`config.mk`:
```
export PLATFORM = sky130hd
export DESIGN_NAME = hazard_ctrl
export DESIGN_NICKNAME = d
export VERILOG_FILES = /design/src/rtl/hazard_ctrl.sv
export SDC_FILE = /design/constraint.sdc
export NUM_CORES = 1
export LEC_CHECK = 0
export ABC_CLOCK_PERIOD_IN_PS = 2850
export CORE_ASPECT_RATIO = 1.75
export CORE_MARGIN = 2
export CORE_UTILIZATION = 40
export DETAILED_ROUTE_END_ITERATION = 7
export PLACE_DENSITY_LB_ADDON = 0.05
export SYNTH_ARGS = -nofsm -noshare
export SYNTH_HDL_FRONTEND = slang
export SYNTH_SLANG_ARGS = --single-unit
```
`constraint.sdc`:
```
create_clock -name clk -period 2.85 [get_ports clk]
set_input_delay 0.285 -clock clk [delete_from_list [all_inputs] [get_ports clk]]
set_output_delay 0.285 -clock clk [all_outputs]
set_load 0.05 [all_outputs]
```
`src/rtl/hazard_ctrl.sv`:
```
// hazard_ctrl
//   Drives the stall enables and active-low flushes of the fetch/decode and
//   decode/execute pipeline registers. It handles three kinds of events:
//   load-use hazards, taken branch/jump redirects resolved in execute, and
//   waits for I-cache and D-cache refills. It also keeps a saturating count
//   of decode-stall cycles and a sticky flag that reports a refill timeout.
//
// Ports
//   clk, rst_n                      clock, synchronous active-low reset
//   Rs1_d, Rs2_d, Rs1_used_d,
//   Rs2_used_d                      decode-stage source operands
//   Rd_e, RegWrite_e, ResultSrc_e   execute-stage destination and result select
//   PCSrc_e                         taken branch/jump resolved in execute
//   imiss, iready                   icache miss / refill done
//   dmiss, dready                   dcache miss / refill done
//   en_f, en_d, en_m                register enables (active high)
//   flush_n_d, flush_n_e            register clears (active low)
//   timeout_err                     sticky refill-timeout flag
//   stall_count                     saturating count of cycles with en_d == 0
module hazard_ctrl #(
   parameter int                    REG_ADDR_WIDTH = 5,
   parameter int                    SRC_WIDTH      = 2,
   parameter logic [SRC_WIDTH-1:0]  LOAD_SRC       = 2'b01,
   parameter int                    MISS_TIMEOUT   = 256,
   parameter int                    CNT_WIDTH      = 32
) (
   input  logic                      clk,
   input  logic                      rst_n,
   input  logic [REG_ADDR_WIDTH-1:0] Rs1_d,
   input  logic [REG_ADDR_WIDTH-1:0] Rs2_d,
   input  logic                      Rs1_used_d,
   input  logic                      Rs2_used_d,
   input  logic [REG_ADDR_WIDTH-1:0] Rd_e,
   input  logic                      RegWrite_e,
   input  logic [SRC_WIDTH-1:0]      ResultSrc_e,
   input  logic                      PCSrc_e,
   input  logic                      imiss,
   input  logic                      iready,
   input  logic                      dmiss,
   input  logic                      dready,
   output logic                      en_f,
   output logic                      en_d,
   output logic                      en_m,
   output logic                      flush_n_d,
   output logic                      flush_n_e,
   output logic                      timeout_err,
   output logic [CNT_WIDTH-1:0]      stall_count
);

   localparam int              WC_W = $clog2(MISS_TIMEOUT + 1);
   localparam logic [WC_W-1:0] WMAX = WC_W'(MISS_TIMEOUT - 1);

   typedef enum logic [1:0] {RUN, DMISS, IMISS} state_t;

   state_t          state, state_nx;
   logic            redirect_pend, redirect_pend_nx;
   logic            i_pend, i_pend_nx;   // an icache wait is parked underneath DMISS
   logic            i_done, i_done_nx;   // iready arrived while the fetch side could not take it
   logic [WC_W-1:0] wait_cnt;

   logic lu, dm_eff, freeze, mode_run, i_rdy;

   assign lu = RegWrite_e && (ResultSrc_e == LOAD_SRC) && (Rd_e != '0) &&
               ((Rs1_used_d && (Rs1_d == Rd_e)) || (Rs2_used_d && (Rs2_d == Rd_e)));

   // A dmiss seen while DMISS is already active is ignored, so dready wins.
   assign dm_eff   = dmiss && (state != DMISS);
   assign freeze   = (state == DMISS) && !dready;
   // When dready ends a DMISS, the cycle is handled as RUN. If an icache wait
   // is parked, the cycle is handled as IMISS instead.
   assign mode_run = (state == RUN) || ((state == DMISS) && !i_pend);
   assign i_rdy    = iready || i_done;

   always_comb begin
      en_f             = 1'b1;
      en_d             = 1'b1;
      en_m             = 1'b1;
      flush_n_d        = 1'b1;
      flush_n_e        = 1'b1;
      state_nx         = state;
      redirect_pend_nx = redirect_pend;
      i_pend_nx        = i_pend;
      i_done_nx        = i_done;

      if (!rst_n) begin
         en_f      = 1'b0;
         en_d      = 1'b0;
         en_m      = 1'b0;
         flush_n_d = 1'b0;
         flush_n_e = 1'b0;
      end else if (freeze) begin
         en_f = 1'b0;
         en_d = 1'b0;
         en_m = 1'b0;
         if (i_pend && iready)
            i_done_nx = 1'b1;
      end else if (mode_run) begin
         state_nx = RUN;
         if (dm_eff) begin
            en_f      = 1'b0;
            en_d      = 1'b0;
            en_m      = 1'b0;
            state_nx  = DMISS;
            i_pend_nx = 1'b0;
         end else if (PCSrc_e) begin
            flush_n_d = 1'b0;
            flush_n_e = 1'b0;
            if (imiss) begin
               state_nx         = IMISS;
               redirect_pend_nx = 1'b1;
               i_done_nx        = 1'b0;
            end
         end else if (lu) begin
            en_f      = 1'b0;
            en_d      = 1'b0;
            flush_n_e = 1'b0;
         end else if (imiss) begin
            en_f             = 1'b0;
            flush_n_d        = 1'b0;
            state_nx         = IMISS;
            redirect_pend_nx = 1'b0;
            i_done_nx        = 1'b0;
         end
      end else begin
         // IMISS handling. Fetch is held, and decode receives bubbles.
         en_f      = 1'b0;
         flush_n_d = 1'b0;
         state_nx  = IMISS;
         i_pend_nx = 1'b0;
         if (dm_eff) begin
            en_d      = 1'b0;
            en_m      = 1'b0;
            flush_n_d = 1'b1;
            state_nx  = DMISS;
            i_pend_nx = 1'b1;
            if (iready)
               i_done_nx = 1'b1;
         end else if (PCSrc_e) begin
            flush_n_e = 1'b0;
            if (i_rdy) begin
               // The refilled word is stale. Let the PC load the target.
               en_f             = 1'b1;
               state_nx         = RUN;
               redirect_pend_nx = 1'b0;
               i_done_nx        = 1'b0;
            end else begin
               redirect_pend_nx = 1'b1;
            end
         end else if (lu) begin
            // The decode instruction must survive the stall, so the
            // fetch/decode register is held rather than cleared.
            en_d      = 1'b0;
            flush_n_e = 1'b0;
            flush_n_d = 1'b1;
            if (iready)
               i_done_nx = 1'b1;
         end else if (i_rdy) begin
            en_f             = 1'b1;
            flush_n_d        = !redirect_pend;
            state_nx         = RUN;
            redirect_pend_nx = 1'b0;
            i_done_nx        = 1'b0;
         end
      end
   end

   always_ff @(posedge clk) begin
      if (!rst_n) begin
         state         <= RUN;
         redirect_pend <= 1'b0;
         i_pend        <= 1'b0;
         i_done        <= 1'b0;
         wait_cnt      <= '0;
         timeout_err   <= 1'b0;
         stall_count   <= '0;
      end else begin
         state         <= state_nx;
         redirect_pend <= redirect_pend_nx;
         i_pend        <= i_pend_nx;
         i_done        <= i_done_nx;
         if ((state_nx != RUN) && (state_nx != state))
            wait_cnt <= '0;
         else if ((state != RUN) && (wait_cnt != WMAX))
            wait_cnt <= wait_cnt + WC_W'(1);
         if ((state != RUN) && (wait_cnt == WMAX))
            timeout_err <= 1'b1;
         if (!en_d && (stall_count != '1))
            stall_count <= stall_count + CNT_WIDTH'(1);
      end
   end

endmodule

```
==> results of run 1 <==
==> registers in the layout (all words and copies together) (netlist names) <==
name / flops
timeout_err: 1
i_done: 1
wait_cnt: 9
stall_count: 32
state: 2
i_pend: 1
redirect_pend: 1
==> through the flow <==
step	std cells	setup WS (ps)	total power, mW
floorplan	342	286	0.831
global placement	478	316	0.923
detailed placement	478	271	0.927
CTS	486	267	1.63
global route	486	203	1.67
finish	486	285	1.60
==> area by class of cell <==
type / instances / area, um^2 / area share [%]
Sequential cell: 47 / 941 / 25.4
Multi-Input combinational cell: 268 / 1710 / 46.3
Inverter: 8 / 30.0 / 0.810
Clock buffer: 5 / 125 / 3.38
Clock inverter: 3 / 47.5 / 1.28
Tap cell: 84 / 105 / 2.84
Timing Repair Buffer: 71 / 743 / 20.1
==> cell families (layout without fill, tap and decap cells) <==
logic type | Yosys count | count (layout)
compound gates | 67 | 67
xor+xnor | 16 | 16
fa+ha+maj | 3 | 3
buf+inv | 27 | 87
flops | 47 | 47
mux | 17 | 17
simple gates | 165 | 165
==> worst max path at each step <==
stage | slack (ps) | from | depth (start not counted) | endpoint
3_5_place_dp | 270 | Rd_e[1] | 7 | en_f
5_1_grt | 200 | Rd_e[1] | 7 | en_f
2_1_floorplan | 290 | Rd_e[1] | 5 | en_f
4_1_cts | 270 | Rd_e[1] | 7 | en_f
3_3_place_gp | 320 | Rd_e[1] | 7 | en_f
6_report | 280 | Rd_e[1] | 7 | en_f
==> cells in the final DEF, fill, tap and decap left out, drive strengths merged, types with 8 or more instances in the layout <==
| cell type | count |
|---|---|
| a21oi | 31 |
| buf | 12 |
| clkdlybuf4s50 | 59 |
| dfxtp | 47 |
| inv | 9 |
| mux2i | 17 |
| nand2 | 37 |
| nand2b | 17 |
| nand3 | 18 |
| nand4 | 15 |
| nor2 | 26 |
| nor3 | 8 |
| nor4 | 10 |
| o31ai | 17 |
| or4 | 17 |
| xnor2 | 13 |
==> metal layers <==
metal | part of all wire [%] | vias up | global-route usage, %
met5 | 0 | - | 0
met2 | 56 | 44 | 36.0
li1 | - | 1384 | -
met1 | 41 | 1296 | 21.1
met4 | 0.61 | 0 | 7.21
met3 | 2.7 | 2 | 4.01
==> critical path: stages <==
cell and delay (ps):
sky130_fd_sc_hd__clkdlybuf4s50_1 460, sky130_fd_sc_hd__or4_1 550, sky130_fd_sc_hd__o21ai_1 180, sky130_fd_sc_hd__nand2b_1 220, sky130_fd_sc_hd__a21oi_1 90, sky130_fd_sc_hd__nor3_1 310, sky130_fd_sc_hd__buf_12 190
==> power groups by stage <==
| stage | Combinational, mW | Clock, mW | Sequential, mW |
|---|---|---|---|
| after detailed placement | 0.230 | 0 | 0.697 |
| after global routing | 0.248 | 0.735 | 0.683 |
| after floorplan | 0.130 | 0 | 0.701 |
| after CTS | 0.231 | 0.713 | 0.681 |
| final | 0.228 | 0.690 | 0.681 |
| after global placement | 0.227 | 0 | 0.696 |
==> results by stage, run 1 <==
STA:
- Hold is met by 473 ps.
- For the final routed database, the setup TNS stands at 0 ps.
- The clock arrives with 4.14 ps of skew.
- The count of final setup violators is 0.
- For this run, the top clock speed supported by timing is 390 MHz.
- The final number of max-transition violations is 0.
- Setup repair after global routing left no endpoint under its margin.
- The worst slew slack as a fraction of its limit is 65.2%.
- The smallest clock period supported by the final layout is computed as 2570 ps.
- The actual slew at the worst max-slew pin is 520 ps.
- The ratio of final minimum period to clock period is 90.0%.
- The final-report hold violation count is 0.

Final layout:
- Relative to the synthesized area, the layout overhead comes to 32.0%.
- The post-route netlist has 8.21% of its cells at a drive strength greater than 1.
- The antenna cell count is 0.
- The number of fill cells is 683.
- After the last flow step, the layout net total stands at 431.
- The final design utilization is 54.1%.
- The post-route cell area is 3710 um^2.

CTS:
- The clock tree root buffer cell is sky130_fd_sc_hd__clkbuf_16.
- TritonCTS built the clock tree.
- CTS saw 47 sinks.
- The number of clock buffers inserted by TritonCTS is 5.
- The number of buffers inserted to repair setup after CTS is 0.
- At the later pin of the worst-skew pair, clock insertion delay measures 290 ps.
- The clock input transition at the sequential cells of the worst setup and hold paths is 70 ps.
- The number of H-tree levels is 2.
- After clock tree synthesis, the repair step resized 0 gates.
- Counting along the longest clock path gives a buffer depth of 2.
- The number of hold buffers added after CTS was 0.

Pwr:
- VDD sags by at most 0.283 mV.
- In this run, the clock network consumes 43.2% of the power.
- The share of total power dissipated in sequential elements is 42.6%.
- For this design the total switching power over the nets is 409 uW.
- Net switching is 25.6% of the power.
- The areal power density over the cells is 432 nW/um^2.
- The share of total power in combinational logic is 14.2%.
- The leakage power total is 1.19 nW.
- The total internal power is 1.19 mW.

Global route:
- The total global-route track usage is 19.5%.
- After global routing the overflow that remains totals 0.
- The global-route wire length before repair is 11.7 mm.
- The number of antenna violations at the first check in global routing was 0.
- Entering global routing, the biggest net connects 53 pins.
- The number of global-route vias before repair was 2593.

Synth:
- The adder-cell area share of the yosys netlist is 1.34%.
- By area the synthesized netlist is led by sky130_fd_sc_hd__dfxtp_1 (34%), sky130_fd_sc_hd__mux2i_1 (6.1%), sky130_fd_sc_hd__a21oi_1 (5.3%).
- Of the synthesized area, sequential elements account for 33.5%.
- By count the netlist is led by sky130_fd_sc_hd__dfxtp_1 (47), sky130_fd_sc_hd__nand2_1 (36), sky130_fd_sc_hd__a21oi_1 (30).
- The number of instances in the synthesized netlist is 342.
- The most instantiated library cell after synthesis is sky130_fd_sc_hd__dfxtp_1.
- The unique cell type count in the Yosys netlist is 48.
- After Yosys synthesis, XOR and XNOR cells account for 4.99% of the synthesized area.
- After synthesis, the share of flip-flops with an asynchronous set or reset is 0%.
- The net count after synthesis is 372.
- After synthesis, the largest family of logic cells by area is simple AND/OR/NAND/NOR gates.
- The total standard cell area after synthesis is 2810 um^2.
- The area fraction in and, or, nand and nor cells after synthesis is 33.2%.
- For this run, the number of Yosys warnings is 0.
- Of all cell types, the one taking the most synthesized area is sky130_fd_sc_hd__dfxtp_1.
- The synthesized design contains 0 enable-type register cells.
- The area fraction of the dominant cell type after synthesis is 33.5%.
- The synthesized netlist devotes 15.5% of its cell area to compound gates.
- Synthesis inferred 47 register bits.
- Averaged over all synthesized cells, the footprint is 8.21 um^2.
- For this run, the leading register cell type out of synthesis is sky130_fd_sc_hd__dfxtp_1.
- In the synthesized netlist, mux cells make up 6.06% of the area.

Critical path:
- The worst setup path is launched from an input pin.
- Data on the critical path is required at its endpoint by 2570 ps.
- Of all nets on the critical path, the largest fanout is 5.
- STA classifies the critical path endpoint as an output pin.
- The data arrival time of the worst path is 2280 ps.
- The worst setup path category is input pin to output pin.
- The capturing point of the worst reg2reg path is stall_count[13].
- The internal reg-to-reg setup slack is 560 ps.
- For the worst flop-to-flop path, the logic depth is 7.
- The startpoint identified for the worst register-to-register timing path is stall_count[0].

Drt:
- In the final routed layout, each cell accounts on average for 14.5 um.
- The post-detailed-route via-to-cell ratio is 5.61.
- The overall via count from detail_route is 2726.
- For this block, the routed nets add up to 7.05 mm of wire.
- The number of nets still failing antenna checks after routing is 0.
- The DRC violation count after routing is 0.
- The first TritonRoute pass finished after 4 iterations.
- The number of DRC violations after detailed-routing iteration 0 is 97.

Hold path:
- The depth of the worst hold-timing path is 2.
- For hold timing, the worst endpoint is timeout_err.
- In this run the worst hold path is classified as flip-flop to flip-flop.
- The startpoint identified for the worst hold timing path is timeout_err.

Die:
- The number of placement rows is 40.
- From left edge to right edge, the die measures 67.3 um.
- The core region is 6860 um^2.
- The effective utilization at floorplan is 40.9%.
- The die covers 7730 um^2.
- Pin placement for this block handled 65 I/O pins.
- The die is 115 um tall.

Placed design:
- During placement, the flow inserted port buffers numbering 64.
- The placed instance area is 3530 um^2.
- Once detailed placement completed, the half-perimeter wirelength came to 5.26 mm.
- The congestion estimate from routability-driven global placement came to 0.808.

Run status:
- The flow ran to the end, and the final reports show no timing, DRC or antenna violations.

Job:
- The max capacitance violation total is 0.
(Power assumes the default switching activity.)
==> run 2: changes to the inputs <==
PLACE_DENSITY_LB_ADDON = 0.12   (was 0.05)
==> run 2 against run 1 <==
Sequential cell count did not move. Sequential power barely moved. Die area did not move. Routed wire length down 2.3%. Combinational power about the same. Worst hold slack worse by 14 ps. Count of clock-buffer cells in the layout is the same. Final cell count stayed put. Clock skew rose by 3.0 ps. Critical path depth did not move. Non-clock buffer count stayed put. Clock power about the same. Critical endpoint unchanged. Largest cell class unchanged. Highest routed layer unchanged.
==> results by stage, run 2 (same netlist as run 1, synthesis figures left out) <==
Run status:
- The run finished with clean final reports.

Placed design:
- The placed wire-length estimate is 5.09 mm (-3.2%).
- The placed instance count is 478 (unchanged).
- The routability congestion estimate was 0.872 (+7.9%).
- The number of buffer cells added on primary ports is 64 (unchanged).

STA:
- The count of final setup violators is 0 (unchanged).
- The ratio of final minimum period to clock period is 90.1% (+0.11 points).
- The final-report hold violation count is 0 (unchanged).
- The upper clock frequency limit is 389 MHz (-0.12%).
- The final number of max-transition violations is 0 (unchanged).
- The final period demand of the worst path is 2570 ps (+3.11 ps).
- Setup repair after global routing left no endpoint under its margin.
- The worst slew slack as a fraction of its limit is 65.1% (-0.11 points).
- The actual slew at the worst max-slew pin is 522 ps (+1.61 ps).
- The summed negative setup slack over all endpoints is 0 ps (unchanged).
- The worst-case clock skew is 7.12 ps (+2.98 ps).

Drt:
- The mean routed wirelength per cell is 14.2 um (-2.3%).
- The DRC violation count after routing was 0 (unchanged).
- The overall via count from detail_route is 2755 (+1.1%).
- The wire length reported by the detailed router is 6.90 mm (-2.3%).
- The post-detailed-route via-to-cell ratio is 5.67 (+1.1%).
- The number of DRC violations after detailed-routing iteration 0 came to 100 (+3.1%).
- The number of nets still failing antenna checks after routing is 0 (unchanged).
- The count of TritonRoute iterations in the first routing pass is 4 (unchanged).

Die:
- The vertical die dimension was 115 um (unchanged).
- The number of placement rows is 40 (unchanged).
- The die outline area is 7730 um^2 (unchanged).
- The count of pins on the block boundary was 65 (unchanged).
- The effective utilization at floorplan was 40.9% (unchanged).
- The core area is 6860 um^2 (unchanged).
- The die boundary width was 67.3 um (unchanged).

Final layout:
- The antenna cell count is 0 (unchanged).
- The filler-free cell count of the finished design is 486 (unchanged).
- Ranked by flip-flop count, first place goes to stall_count.
- The final design utilization was 54.1% (unchanged).
- The most frequent standard cell in the layout excluding fill and tap cells is sky130_fd_sc_hd__clkdlybuf4s50_1.
- The number of flip-flops in the largest register is 32 (unchanged).
- The share of post-route cells with drive strength above 1 is 8.21% (unchanged).
- In the final layout, the registers with the most flip-flops are stall_count x32, wait_cnt x9, state x2.
- The library cells used most frequently in the layout, excluding fill and tap cells, are sky130_fd_sc_hd__clkdlybuf4s50_1 (59), sky130_fd_sc_hd__dfxtp_1 (47), sky130_fd_sc_hd__nand2_1 (36), sky130_fd_sc_hd__a21oi_1 (30), sky130_fd_sc_hd__nor2_1 (25).
- The growth of design area from synthesis to finish is 32.0% (unchanged).
- The number of nets in the layout was 431 (unchanged).

Job:
- The max capacitance violation total is 0 (unchanged).

Critical path:
- The critical-path maximum fanout was 5 (unchanged).
- The critical-path cell with the highest stage delay is sky130_fd_sc_hd__or4_1.
- The worst setup path is launched from an input pin.
- The kind of cell with the highest combined delay along the critical path is simple AND/OR/NAND/NOR gates.
- The worst setup path category is input pin to output pin.
- The required time reported for the critical path endpoint came to 2570 ps (about the same).
- The delay of the slowest cell on the worst path was 540 ps (about the same).
- The worst setup path is captured at an output pin.
- The data arrival time of the worst path was 2280 ps (about the same).
- The sum of buffers and inverters on the critical path was 2 (unchanged).
- The signal on the critical path passes through clkdlybuf4s50_1 -> or4_1 -> o21ai_1 -> nand2b_1 -> a21oi_1 -> nor3_1 -> buf_12.

CTS:
- The post-cts resize count was 0 (unchanged).
- The clock input transition at the sequential cells of the worst setup and hold paths is 60 ps (about the same).
- The total of hold buffers inserted after clock tree synthesis is 0 (unchanged).
- TritonCTS built the clock tree.
- The number of buffers inserted to repair setup after CTS is 0 (unchanged).
- The number of clock buffers inserted by TritonCTS is 5 (unchanged).
- The deepest clock path buffer count is 2 (unchanged).
- The clock tree root buffer cell is sky130_fd_sc_hd__clkbuf_16.
- The clock latency reported for the late side of the worst-skew pair was 290 ps (about the same).
- The sink count of the clock tree is 47 (unchanged).
- The number of H-tree levels was 2 (unchanged).

Global route:
- The number of global-route vias before repair is 2623 (+1.2%).
- The number of antenna violations at the first check in global routing was 0 (unchanged).
- The total overflow reported by the global router is 0 (unchanged).
- The global-route wire length before repair is 11.8 mm (+0.83%).
- The total global-route track usage came to 19.5% (+0.024 points).
- The maximum number of pins on one net before global-route repair is 53 (unchanged).

Pwr:
- The post-layout total power came to 1.60 mW (about the same).
- The peak supply drop was 0.416 mV (+47%).
- The areal power density over the cells came to 431 nW/um^2 (about the same).
- The leakage power total is 1.19 nW (about the same).

Hold path:
- The class of the tightest hold or removal check is flip-flop to flip-flop.
[run 2: cell counts in the layout (fill, tap and decap cells not counted)]
No cell type changed its count.
[run 2: metrics by stage]
stage	worst slack [ps]	hold WS [ps]	cell area [um^2]
2_1_floorplan	286	428	2810
3_3_place_gp	328	439	3530
3_5_place_dp	277	439	3530
4_1_cts	276	456	3710
5_1_grt	147	467	3710
6_report	282	459	3710
[run 2: metal layers]
metal  global-route usage, %  up-vias  wire, um
li1                        -     1387         -
met1                    20.6     1301      2720
met2                    36.8       58      3830
met3                    3.62        9       232
met4                    7.62        0       112
met5                       0        -         0
[run 2: cell type report]
cell class	instances	area [um^2]
clock inverters	3	47.5
fillers	658	3150
well taps	84	105
repair buffers	71	743
flip-flops and latches	47	941
clock buffers	5	125
multi-input cells	268	1710
inverters	8	30.0
[run 2: report_power, final]
| part | switching [mW] | internal (mW) |
|---|---|---|
| sequential | 0.0126 | 0.667 |
| combinational | 0.124 | 0.106 |
| clock | 0.271 | 0.419 |
| total | 0.407 | 1.19 |
[run 2: final timing paths]
check / startpoint / to / slack [ps] / cells after the start
hold reg to reg: timeout_err / timeout_err / 460 / 2
setup / recovery: Rd_e[1] / en_f / 280 / 7
hold / removal: timeout_err / timeout_err / 460 / 2
setup reg to reg: stall_count[0] / stall_count[17] / 580 / 7
[run 2: worst min-delay path: cells and delay by family, from the launching register on]
family                 cells  cell delay, ps
AO/OA/AOI/OAI              1              50
buffers and inverters      1              50
flip-flops                 1             310
